## config.mk

```make
export PLATFORM = sky130hd
export DESIGN_NAME = gwa_dispense_ctrl
export DESIGN_NICKNAME = d
export VERILOG_FILES = /design/src/rtl/gwa_pkg.sv /design/src/rtl/gwa_dispense_ctrl_fifo.sv /design/src/rtl/gwa_dispense_ctrl.sv
export SDC_FILE = /design/constraint.sdc
export NUM_CORES = 1
export LEC_CHECK = 0
export BUFFER_PORTS_ARGS = -buffer_cell sky130_fd_sc_hd__buf_2
export CORE_MARGIN = 8
export CORE_UTILIZATION = 50
export CTS_CLUSTER_DIAMETER = 100
export DETAILED_ROUTE_END_ITERATION = 10
export PLACE_DENSITY = 0.71
export SYNTH_ARGS = -nofsm -noshare
export SYNTH_HDL_FRONTEND = slang
export SYNTH_SLANG_ARGS = --single-unit
```

## constraint.sdc

```tcl
create_clock -name clk -period 4.3 [get_ports clk]
set_input_delay 1.075 -clock clk [delete_from_list [all_inputs] [get_ports clk]]
set_output_delay 1.075 -clock clk [all_outputs]
set_load 0.01 [all_outputs]
```

## src/rtl/gwa_pkg.sv

```systemverilog
// gwa_pkg: shared types and default constants for the vending-machine
// actuator controller (gwa_dispense_ctrl and its command FIFO).
//   cmd_t    - 2-bit encoded actuator command stored in the FIFO
//   state_t  - dispense FSM states
//   DEF_*    - default parameter values
//   max3     - helper used to size the shared cycle counter
package gwa_pkg;

  typedef enum logic [1:0] {
    CMD_EU1 = 2'd0,
    CMD_EU2 = 2'd1,
    CMD_C10 = 2'd2,
    CMD_C20 = 2'd3
  } cmd_t;

  typedef enum logic [1:0] {
    ST_IDLE     = 2'd0,
    ST_DRIVE    = 2'd1,
    ST_WAIT_ACK = 2'd2,
    ST_GAP      = 2'd3
  } state_t;

  localparam int DEF_FIFO_DEPTH = 4;
  localparam int DEF_PULSE_CYC  = 8;
  localparam int DEF_GAP_CYC    = 4;
  localparam int DEF_TMO_CYC    = 64;

  function automatic int max3(input int a, input int b, input int c);
    int m;
    m = (a > b) ? a : b;
    return (m > c) ? m : c;
  endfunction

endpackage

```

## src/rtl/gwa_dispense_ctrl_fifo.sv

```systemverilog
// gwa_cmd_fifo: synchronous command FIFO, 2-bit wide, DEPTH entries.
// Read/write pointers carry an extra wrap bit so full and empty are
// distinguished without a separate occupancy counter.
//   clk, rst   - clock, asynchronous active-high reset (to empty)
//   push, din  - write request and data; ignored when full unless popping
//   pop, dout  - read request; dout always shows the head entry
//   full       - DEPTH entries held
//   empty      - no entries held
module gwa_cmd_fifo
  import gwa_pkg::*;
#(
  parameter int DEPTH = DEF_FIFO_DEPTH
) (
  input  logic clk,
  input  logic rst,
  input  logic push,
  input  logic pop,
  input  cmd_t din,
  output cmd_t dout,
  output logic full,
  output logic empty
);

  localparam int AW = $clog2(DEPTH);

  logic [AW:0] wr_ptr;
  logic [AW:0] rd_ptr;
  cmd_t        mem [DEPTH];
  logic        do_push;
  logic        do_pop;

  assign empty = (wr_ptr == rd_ptr);
  assign full  = (wr_ptr[AW] != rd_ptr[AW]) &&
                 (wr_ptr[AW-1:0] == rd_ptr[AW-1:0]);

  // A push on a full FIFO is legal when the head leaves in the same cycle.
  assign do_pop  = pop && !empty;
  assign do_push = push && (!full || do_pop);

  assign dout = mem[rd_ptr[AW-1:0]];

  always_ff @(posedge clk or posedge rst) begin
    if (rst) begin
      wr_ptr <= '0;
      rd_ptr <= '0;
    end else begin
      if (do_push) wr_ptr <= wr_ptr + 1'b1;
      if (do_pop)  rd_ptr <= rd_ptr + 1'b1;
    end
  end

  always_ff @(posedge clk) begin
    if (do_push) mem[wr_ptr[AW-1:0]] <= din;
  end

endmodule

```

## src/rtl/gwa_dispense_ctrl.sv

```systemverilog
// gwa_dispense_ctrl: actuator controller for the drinks vending machine.
// Queues single-cycle commands from the vending FSM and replays each as a
// PULSE_CYC-cycle solenoid drive followed by a GAP_CYC-cycle quiet period.
//
// Optional feature macro: GWA_DISP_TIMEOUT_EN
//   defined   - after each drive, wait for sens_done (up to TMO_CYC cycles,
//               tmo_err on expiry) before the gap
//   undefined - drive goes straight to the gap; sens_done unused, tmo_err=0
//
// Ports:
//   clk, rst                 - clock, asynchronous active-high reset
//   c10_req, c20_req         - dispense product (1 EUR / 2 EUR), pulses
//   eu1_ret, eu2_ret         - return a 1 EUR / 2 EUR coin, pulses
//   sens_done                - mechanism completion sensor
//   err_clr                  - clears the sticky error flags
//   drv_c10/c20/eu1/eu2      - solenoid drives, at most one high
//   busy                     - command in progress or queued
//   fifo_full                - command queue full
//   ovf_err, multi_err, tmo_err - sticky error flags
//   disp_cnt                 - completed commands, wraps
//
// FSM states:
//   ST_IDLE     | waiting for a queued command; pops head when non-empty
//   ST_DRIVE    | matching drv_* high for PULSE_CYC cycles
//   ST_WAIT_ACK | drives low, waiting for sens_done or TMO_CYC timeout
//   ST_GAP      | drives low for GAP_CYC cycles before next command
module gwa_dispense_ctrl
  import gwa_pkg::*;
#(
  parameter int FIFO_DEPTH = DEF_FIFO_DEPTH,
  parameter int PULSE_CYC  = DEF_PULSE_CYC,
  parameter int GAP_CYC    = DEF_GAP_CYC,
  parameter int TMO_CYC    = DEF_TMO_CYC
) (
  input  logic       clk,
  input  logic       rst,
  input  logic       c10_req,
  input  logic       c20_req,
  input  logic       eu1_ret,
  input  logic       eu2_ret,
  input  logic       sens_done,
  input  logic       err_clr,
  output logic       drv_c10,
  output logic       drv_c20,
  output logic       drv_eu1,
  output logic       drv_eu2,
  output logic       busy,
  output logic       fifo_full,
  output logic       ovf_err,
  output logic       multi_err,
  output logic       tmo_err,
  output logic [7:0] disp_cnt
);

  localparam int CW = $clog2(max3(PULSE_CYC, GAP_CYC, TMO_CYC) + 1);

  state_t        state, state_nxt;
  logic [CW-1:0] cnt, cnt_nxt;
  cmd_t          cur_cmd, cmd_nxt;

  logic   req_any;
  logic   req_multi;
  logic [2:0] req_num;
  cmd_t   req_cmd;
  logic   fifo_pop;
  logic   fifo_push;
  logic   fifo_empty;
  cmd_t   fifo_dout;
  logic   ovf_evt;
  logic   enter_gap;
  logic   tmo_evt;

  // Priority encoder: c20 > c10 > eu2 > eu1.
  always_comb begin
    req_num   = {2'b00, c10_req} + {2'b00, c20_req} +
                {2'b00, eu1_ret} + {2'b00, eu2_ret};
    req_any   = (req_num != 3'd0);
    req_multi = (req_num > 3'd1);
    if (c20_req)      req_cmd = CMD_C20;
    else if (c10_req) req_cmd = CMD_C10;
    else if (eu2_ret) req_cmd = CMD_EU2;
    else              req_cmd = CMD_EU1;
  end

  assign fifo_push = req_any;
  assign ovf_evt   = req_any && fifo_full && !fifo_pop;

  gwa_cmd_fifo #(
    .DEPTH(FIFO_DEPTH)
  ) u_fifo (
    .clk  (clk),
    .rst  (rst),
    .push (fifo_push),
    .pop  (fifo_pop),
    .din  (req_cmd),
    .dout (fifo_dout),
    .full (fifo_full),
    .empty(fifo_empty)
  );

  always_ff @(posedge clk or posedge rst) begin
    if (rst) begin
      state   <= ST_IDLE;
      cnt     <= '0;
      cur_cmd <= CMD_EU1;
    end else begin
      state   <= state_nxt;
      cnt     <= cnt_nxt;
      cur_cmd <= cmd_nxt;
    end
  end

  // cnt is a down-counter loaded with (length-1) on state entry; the state
  // is left on the edge after it reaches zero.
  always_comb begin
    state_nxt = state;
    cnt_nxt   = cnt;
    cmd_nxt   = cur_cmd;
    fifo_pop  = 1'b0;
    enter_gap = 1'b0;
    tmo_evt   = 1'b0;
    case (state)
      ST_IDLE: begin
        if (!fifo_empty) begin
          fifo_pop  = 1'b1;
          cmd_nxt   = fifo_dout;
          cnt_nxt   = CW'(PULSE_CYC - 1);
          state_nxt = ST_DRIVE;
        end
      end
      ST_DRIVE: begin
        if (cnt == '0) begin
`ifdef GWA_DISP_TIMEOUT_EN
          cnt_nxt   = CW'(TMO_CYC - 1);
          state_nxt = ST_WAIT_ACK;
`else
          cnt_nxt   = CW'(GAP_CYC - 1);
          enter_gap = 1'b1;
          state_nxt = ST_GAP;
`endif
        end else begin
          cnt_nxt = cnt - CW'(1);
        end
      end
`ifdef GWA_DISP_TIMEOUT_EN
      ST_WAIT_ACK: begin
        if (sens_done) begin
          cnt_nxt   = CW'(GAP_CYC - 1);
          enter_gap = 1'b1;
          state_nxt = ST_GAP;
        end else if (cnt == '0) begin
          cnt_nxt   = CW'(GAP_CYC - 1);
          enter_gap = 1'b1;
          tmo_evt   = 1'b1;
          state_nxt = ST_GAP;
        end else begin
          cnt_nxt = cnt - CW'(1);
        end
      end
`endif
      ST_GAP: begin
        if (cnt == '0) state_nxt = ST_IDLE;
        else           cnt_nxt   = cnt - CW'(1);
      end
      default: state_nxt = ST_IDLE;
    endcase
  end

  // Drives decode straight from async-reset flops so rst drops them at once.
  assign drv_c10 = (state == ST_DRIVE) && (cur_cmd == CMD_C10);
  assign drv_c20 = (state == ST_DRIVE) && (cur_cmd == CMD_C20);
  assign drv_eu1 = (state == ST_DRIVE) && (cur_cmd == CMD_EU1);
  assign drv_eu2 = (state == ST_DRIVE) && (cur_cmd == CMD_EU2);
  assign busy    = (state != ST_IDLE) || !fifo_empty;

  // Sticky flags: a new event in the same cycle as err_clr keeps the flag set.
  always_ff @(posedge clk or posedge rst) begin
    if (rst) begin
      ovf_err   <= 1'b0;
      multi_err <= 1'b0;
      disp_cnt  <= 8'd0;
    end else begin
      if (ovf_evt)      ovf_err <= 1'b1;
      else if (err_clr) ovf_err <= 1'b0;
      if (req_multi)    multi_err <= 1'b1;
      else if (err_clr) multi_err <= 1'b0;
      if (enter_gap)    disp_cnt <= disp_cnt + 8'd1;
    end
  end

`ifdef GWA_DISP_TIMEOUT_EN
  always_ff @(posedge clk or posedge rst) begin
    if (rst)          tmo_err <= 1'b0;
    else if (tmo_evt) tmo_err <= 1'b1;
    else if (err_clr) tmo_err <= 1'b0;
  end
`else
  logic unused_tmo;
  assign unused_tmo = sens_done ^ tmo_evt;
  assign tmo_err    = 1'b0;
`endif

endmodule
```

==> results.py, run 1 <==
metrics = {
    "yosys": {
        "yosys_most_used_dff": "dfrtp_1",
        "async_flop_share_pct": 77.1,
        "syn-instance-count": 162,
        "netlist_top_cells_count": "27 x dfrtp_1, 16 x inv_1, 13 x ha_1",
        "postSynthAreaPerCell_um2": 11.6,
        "synth_top_area_cell": "dfrtp_1",
        "synth_area_leaders": "dfrtp_1 36%, edfxtp_1 13%, ha_1 8.7%",
        "ys_ff_latch": 35,
        "synth_nets": 184,
        "netlist_area_um2": 1880,
        "synth.distinct_cells": 46,
        "synth_top_area_share_pct": 36.0,
        "yosysWarningCount": 0,
        "synth_edf_count": 8,
        "synth_seq_area_share_pct": 48.8,
        "yosysMostFrequentCell": "dfrtp_1",
    },
    "layout": {
        "fin_area_um2": 2120,
        "register_area_um2": 916,
        "n_fill_cell": 328,
        "diodes": 0,
        "multi_input_area_um2": 887,
        "nets": 211,
        "syn_to_final_growth_pct": 12.7,
        "drive_gt1_share_pct": 23.2,
    },
    "critical_path": {
        "r2r-start": "cnt[0]",
        "start_kind": "input port",
        "crit_chain": "buf_2 > inv_1 > fa_1 > inv_1 > ha_1 > inv_1 > ha_1 > nor3_1 > a41oi_2 > and2_1 > xor2_1",
        "path_delay_family": "adder cells",
        "crit_top_cell": "inv_1",
        "r2r-end": "cnt[6]",
        "r2r_slack_ns": 2.40,
        "crit_buf_inv": 4,
        "worstSetupPathType": "input port to register",
        "critPathSlowestCell": "fa_1",
        "critical_path_required_ns": 4.47,
        "cp-end-kind": "register",
        "slowest_delay_ns": 0.53,
        "reg2regPathDepth": 6,
        "path_max_fanout": 7,
        "cp_data_arrival_time_ns": 3.18,
    },
    "sta": {
        "setup_viol": 0,
        "post-route-min-period_ns": 3.01,
        "fmax_ghz": 0.333,
        "slew_viol_final": 0,
        "period_share_pct": 69.9,
        "slew_headroom_pct": 33.4,
        "tightest_slew_ns": 0.999,
        "setup_tns_ns": 0,
        "hold_viol": 0,
        "finalClockSkew_ns": 0.00419,
        "rsz0062_at_grt": "false",
        "fin_ws_ns": 1.29,
    },
    "clocking": {
        "cts_hold_buf": 0,
        "post_cts_buffers": 0,
        "htreeDepth": 2,
        "cts_resized": 0,
        "numCtsBuffers": 5,
        "cts_tree": "yes",
        "clkLatencyLatePin_ns": 0.29,
        "cts-root-buf": "clkbuf_8",
        "cts_buffer_depth": 2,
        "clock_sinks": 35,
        "path_clk_slew_ns": 0.07,
    },
    "min_path": {
        "whs_path_depth": 1,
        "hold_start": "disp_cnt[7]",
        "holdPathEnd": "disp_cnt[7]",
        "hold_path.class": "register to register",
    },
    "global_route": {
        "grtUsageTotal_pct": 12.9,
        "grt_pass1_vias": 1363,
        "grt_start_max_net_pins": 28,
        "antenna_found_initial": 0,
        "grt_first_pass_wirelength_um": 6120,
        "grt.overflow.total": 0,
    },
    "route": {
        "wl_per_cell_um": 14.6,
        "dr.pass1.iters": 4,
        "routed_wl_um": 3480,
        "vias": 1270,
        "vias_per_cell": 5.34,
        "drc_errors": 0,
        "drt_iter0_drc": 66,
        "postRouteAntennaNets": 0,
    },
    "run_status": {
        "status": "completed",
    },
    "placed_design": {
        "routabilityCongestion": 0.751,
        "placed_cell_area_um2": 2030,
        "port_buffers": 22,
        "pre_cts_ws_ns": 0.982,
        "dp_hpwl_um": 2630,
    },
    "floorplan": {
        "rows": 22,
        "dieHeight_um": 77.3,
        "start_util_pct": 51.7,
        "coreArea_um2": 3630,
        "die_area_um2": 5970,
        "die_w_um": 77.3,
        "io_pins": 25,
    },
    "run": {
        "drv_cap": 0,
    },
    "power": {
        "ir_worst_vdd_uv": 261,
        "power_density_nw_per_um2": 634,
        "p_leak_nw": 0.994,
    },
}
## per-layer routing
layer | track usage, % | vias up | wire, um
li1 | - | 616 | -
met1 | 13.8 | 608 | 1430
met2 | 20.5 | 34 | 1730
met3 | 5.94 | 12 | 247
met4 | 7.36 | 0 | 83
met5 | 0 | - | 0
## flip-flops by register name, indices dropped and copies added (netlist names)
name / flops
ovf_err: 1
cur_cmd: 2
u_fifo.mem: 8
state: 2
u_fifo.rd_ptr: 3
cnt: 7
disp_cnt: 8
u_fifo.wr_ptr: 3
multi_err: 1
## cell usage in the layout, fill, tap and decap left out, types with 2 or more instances in the layout
cell / n
nand4_1: 2
dfrtp_1: 27
edfxtp_1: 8
o211ai_1: 3
xnor2_1: 9
o21ai_0: 3
inv_1: 16
xor2_1: 7
buf_2: 22
and2_1: 6
clkbuf_8: 5
clkinv_2: 3
mux2_1: 3
mux4_2: 2
nand3_1: 6
or3_1: 4
nand2_1: 9
mux2_2: 2
ha_1: 13
nor3_1: 4
nor2_1: 9
## through the flow
stage | hold WS [ns] | power (W) | std cells | util [%]
after floorplan | 0.498 | 0.000966 | 162 | -
after global placement | 0.453 | 0.00108 | 230 | 56.0
after CTS | 0.466 | 0.00136 | 238 | 58.3
after detailed placement | 0.453 | 0.00112 | 230 | 56.0
final | 0.462 | 0.00134 | 238 | 58.3
after global routing | 0.488 | 0.00145 | 238 | 58.3
## final cells by class
type | instances | area share (%)
tap | 48 | 2.84
multi-input combinational | 109 | 41.9
timing repair buffer | 22 | 5.20
sequential | 35 | 43.3
inverter | 16 | 2.84
clock buffer | 5 | 3.25
clock inverter | 3 | 0.709
## logic make-up after synthesis
family | after synthesis | share of synthesized area (%)
and+or+nand+nor | 53 | 16.1
DFF | 35 | 48.8
AOI/OAI and AO/OA | 18 | 8.33
buffers and inverters | 18 | 4.00
xor gates and xnor gates | 16 | 7.46
adders and majority gates | 14 | 9.73
muxes | 7 | 5.40
other | 1 | 0.200
## where the power goes
part           total, W  internal, W  switching [W]
Clock          0.000229     0.000111       0.000118
Combinational  0.000518     0.000241       0.000277
Sequential     0.000595     0.000463       0.000132
Total           0.00134     0.000815       0.000528
## worst max-delay path by stage
stage / cells after the start / to / slack (ns) / startpoint
global placement: 11 / u_fifo.wr_ptr[2] / 1.06 / c10_req
floorplan: 10 / u_fifo.wr_ptr[2] / 1.28 / c10_req
detailed placement: 11 / u_fifo.wr_ptr[2] / 0.98 / c10_req
CTS: 11 / u_fifo.wr_ptr[2] / 1.29 / c10_req
global route: 11 / u_fifo.wr_ptr[2] / 1.11 / c10_req
finish: 11 / u_fifo.wr_ptr[2] / 1.29 / c10_req
No activity file was read; power rests on OpenSTA's default activity.
==> run 2, diff against run 1 <==
--- a/config.mk
+++ b/config.mk
@@ -5,12 +5,13 @@
 export SDC_FILE = /design/constraint.sdc
 export NUM_CORES = 1
 export LEC_CHECK = 0
+export ABC_AREA = 1
 export BUFFER_PORTS_ARGS = -buffer_cell sky130_fd_sc_hd__buf_2
 export CORE_MARGIN = 8
 export CORE_UTILIZATION = 50
 export CTS_CLUSTER_DIAMETER = 100
 export DETAILED_ROUTE_END_ITERATION = 10
-export PLACE_DENSITY = 0.71
+export PLACE_DENSITY = 0.7
 export SYNTH_ARGS = -nofsm -noshare
 export SYNTH_HDL_FRONTEND = slang
 export SYNTH_SLANG_ARGS = --single-unit
==> constraint.sdc (replaced) <==
create_clock -name clk -period 3.1 [get_ports clk]
set_input_delay 0.775 -clock clk [delete_from_list [all_inputs] [get_ports clk]]
set_output_delay 0.775 -clock clk [all_outputs]
set_load 0.01 [all_outputs]
==> run 2 against run 1 <==
  * Clock-buffer cell count is 2 higher
  * Cell area is 10% higher
  * Die area is 8.0% higher
  * Sequential share of layout area is 4.0 points lower
  * Hold slack better by 0.060 ns
  * Sequential power is 35% higher
  * Final cell count is 34% higher
  * Critical path type unchanged
  * Highest routed layer unchanged
==> results.py, run 2 <==
metrics = {
    "critical_path": {
        "critPathSlowestCell": "fa_1",
        "cp_data_arrival_time_ns": 2.47,
        "r2r-start": "cnt[0]",
        "cp-end-kind": "register",
        "critical_path_required_ns": 3.08,
        "start_kind": "input port",
        "crit_top_cell": "inv_1",
        "path_max_fanout": 7,
        "r2r-end": "cnt[5]",
        "crit_chain": "buf_2 > inv_1 > fa_1 > inv_1 > ha_1 > inv_1 > ha_1 > nor2_1 > nand2_1 > nand2_4 > nor2_1",
        "slowest_delay_ns": 0.42,
        "reg2regPathDepth": 11,
        "worstSetupPathType": "input port to register",
        "r2r_slack_ns": 1.38,
    },
    "power": {
        "p_leak_nw": 1.21,
        "power.total_w": 0.00203,
        "power_frac_seq_pct": 39.5,
        "p_int_w": 0.00116,
        "switching_share_pct": 42.8,
        "power_density_nw_per_um2": 871,
        "ir_worst_vdd_uv": 387,
        "pwr-share-comb_pct": 44.0,
        "power.share.clock_pct": 16.5,
        "power.switching_w": 0.000869,
    },
    "clocking": {
        "cts_buffer_depth": 2,
        "cts_hold_buf": 0,
        "numCtsBuffers": 5,
        "clock_sinks": 35,
        "path_clk_slew_ns": 0.07,
        "clkLatencyLatePin_ns": 0.29,
        "cts_tree": "yes",
        "cts_resized": 0,
        "htreeDepth": 2,
        "post_cts_buffers": 0,
        "cts-root-buf": "clkbuf_8",
    },
    "route": {
        "drc_errors": 0,
        "routed_wl_um": 3760,
        "vias_per_cell": 4.86,
        "postRouteAntennaNets": 0,
        "wl_per_cell_um": 11.8,
        "dr.pass1.iters": 4,
        "drt_iter0_drc": 42,
        "vias": 1544,
    },
    "layout": {
        "drive_gt1_share_pct": 18.7,
        "n_fill_cell": 384,
        "final_cells": 318,
        "syn_to_final_growth_pct": 12.8,
        "final_common_cell": "nand2_1",
        "nets": 289,
        "diodes": 0,
        "final_cell_mix": "62 x nand2_1, 32 x inv_1, 27 x dfrtp_1",
    },
    "global_route": {
        "grt_first_pass_wirelength_um": 6820,
        "grt_pass1_vias": 1573,
        "grtUsageTotal_pct": 13.3,
        "grt.overflow.total": 0,
        "antenna_found_initial": 0,
        "grt_start_max_net_pins": 28,
    },
    "min_path": {
        "hold_start": "cnt[0]",
        "hold_path.class": "register to register",
        "whs_path_depth": 2,
        "holdPathEnd": "cnt[0]",
    },
    "sta": {
        "hold_viol": 0,
        "period_share_pct": 80.2,
        "post-route-min-period_ns": 2.49,
        "holdWs_ns": 0.522,
        "setup_viol": 0,
        "setup_tns_ns": 0,
        "fin_ws_ns": 0.614,
        "finalClockSkew_ns": 0.00678,
        "rsz0062_at_grt": "false",
        "fmax_ghz": 0.402,
        "slew_viol_final": 0,
    },
    "floorplan": {
        "io_pins": 25,
        "die_area_um2": 6450,
        "rows": 23,
        "coreArea_um2": 4000,
        "dieHeight_um": 80.3,
        "die_w_um": 80.3,
        "start_util_pct": 51.7,
    },
    "yosys": {
        "synth_top_area_cell": "dfrtp_1",
        "synth_seq_area_share_pct": 44.3,
        "synth_top_area_share_pct": 32.6,
        "yosysWarningCount": 0,
        "synth.distinct_cells": 30,
        "netlist_top_cells_count": "62 x nand2_1, 32 x inv_1, 27 x dfrtp_1",
        "ys_ff_latch": 35,
        "yosysMostFrequentCell": "nand2_1",
        "synth_nets": 260,
        "yosys_most_used_dff": "dfrtp_1",
        "synth_edf_count": 8,
        "netlist_area_um2": 2070,
        "synth_area_leaders": "dfrtp_1 33%, edfxtp_1 12%, nand2_1 11%",
        "async_flop_share_pct": 77.1,
        "postSynthAreaPerCell_um2": 8.70,
        "syn-instance-count": 238,
    },
    "placed_design": {
        "dp_hpwl_um": 2920,
        "dp.cells": 310,
        "port_buffers": 22,
        "pre_cts_ws_ns": 0.296,
        "routabilityCongestion": 0.756,
    },
    "run_status": {
        "status": "completed",
    },
    "run": {
        "drv_cap": 0,
    },
}
## run 2: cell count changes after synthesis, sizes merged, moves of 4 or more
cell / previous run / this run
and2: 6 / 0
inv: 16 / 36
mux2: 5 / 0
nand2: 9 / 67
nand3: 7 / 16
nand4: 2 / 7
nor2: 9 / 22
o21ai: 5 / 14
or3: 4 / 0
## run 2: worst max path at each step
stage / startpoint / end / slack (ns) / cells past startpoint
finish: c20_req / u_fifo.mem[1][1] / 0.61 / 11
global route: c20_req / u_fifo.mem[2][1] / 0.44 / 11
CTS: c20_req / u_fifo.mem[1][1] / 0.59 / 11
detailed placement: c20_req / u_fifo.mem[1][1] / 0.30 / 11
global placement: c10_req / u_fifo.mem[0][0] / 0.37 / 11
floorplan: c10_req / u_fifo.mem[0][0] / 0.57 / 10
## run 2: cells by family (layout without fill, tap and decap cells)
kind of cell	count (synthesis)	after routing	share of synthesized area, %
buffers and inverters	37	67	7.13
DFF	35	35	44.3
adders and majority gates	14	14	8.83
AOI/OAI and AO/OA	20	20	5.38
other	1	1	0.181
and+or+nand+nor	119	119	29.1
xor gates and xnor gates	12	12	5.08
## run 2: critical path: cells and delay by family
kind | cells | cell delay (ns)
adders and majority gates | 3 | 0.85
and+or+nand+nor | 4 | 0.51
buffers and inverters | 4 | 0.33
## run 2: routing by layer
| metal | track usage [%] | part of all wire, % |
|---|---|---|
| met5 | 0 | 0 |
| met1 | 16.7 | 50 |
| met4 | 6.91 | 2.2 |
| met3 | 4.02 | 4.6 |
| met2 | 20.2 | 43 |
## run 2: metrics by stage
step	instance area (um^2)	util (%)
3_5_place_dp	2240	56.1
6_report	2330	58.3
3_3_place_gp	2240	56.1
2_1_floorplan	2070	-
4_1_cts	2330	58.3
5_1_grt	2330	58.3
## run 2: layout make-up
| class | count | area (um^2) | share of cell area [%] |
|---|---|---|---|
| multi-input combinational | 166 | 1010 | 43.1 |
| sequential | 35 | 916 | 39.2 |
| tap | 50 | 62.6 | 2.68 |
| timing repair buffer | 23 | 118 | 5.04 |
| inverter | 36 | 140 | 6.01 |
| clock inverter | 1 | 5.00 | 0.214 |
| clock buffer | 7 | 86.3 | 3.70 |
## run 2: power groups by stage
stage,logic [W],clock network [W],registers (W)
after floorplan,0.000699,0,0.000785
after global placement,0.000868,0,0.000810
after detailed placement,0.000902,0,0.000811
after CTS,0.000905,0.000346,0.000805
after global routing,0.00105,0.000365,0.000831
final,0.000895,0.000335,0.000803
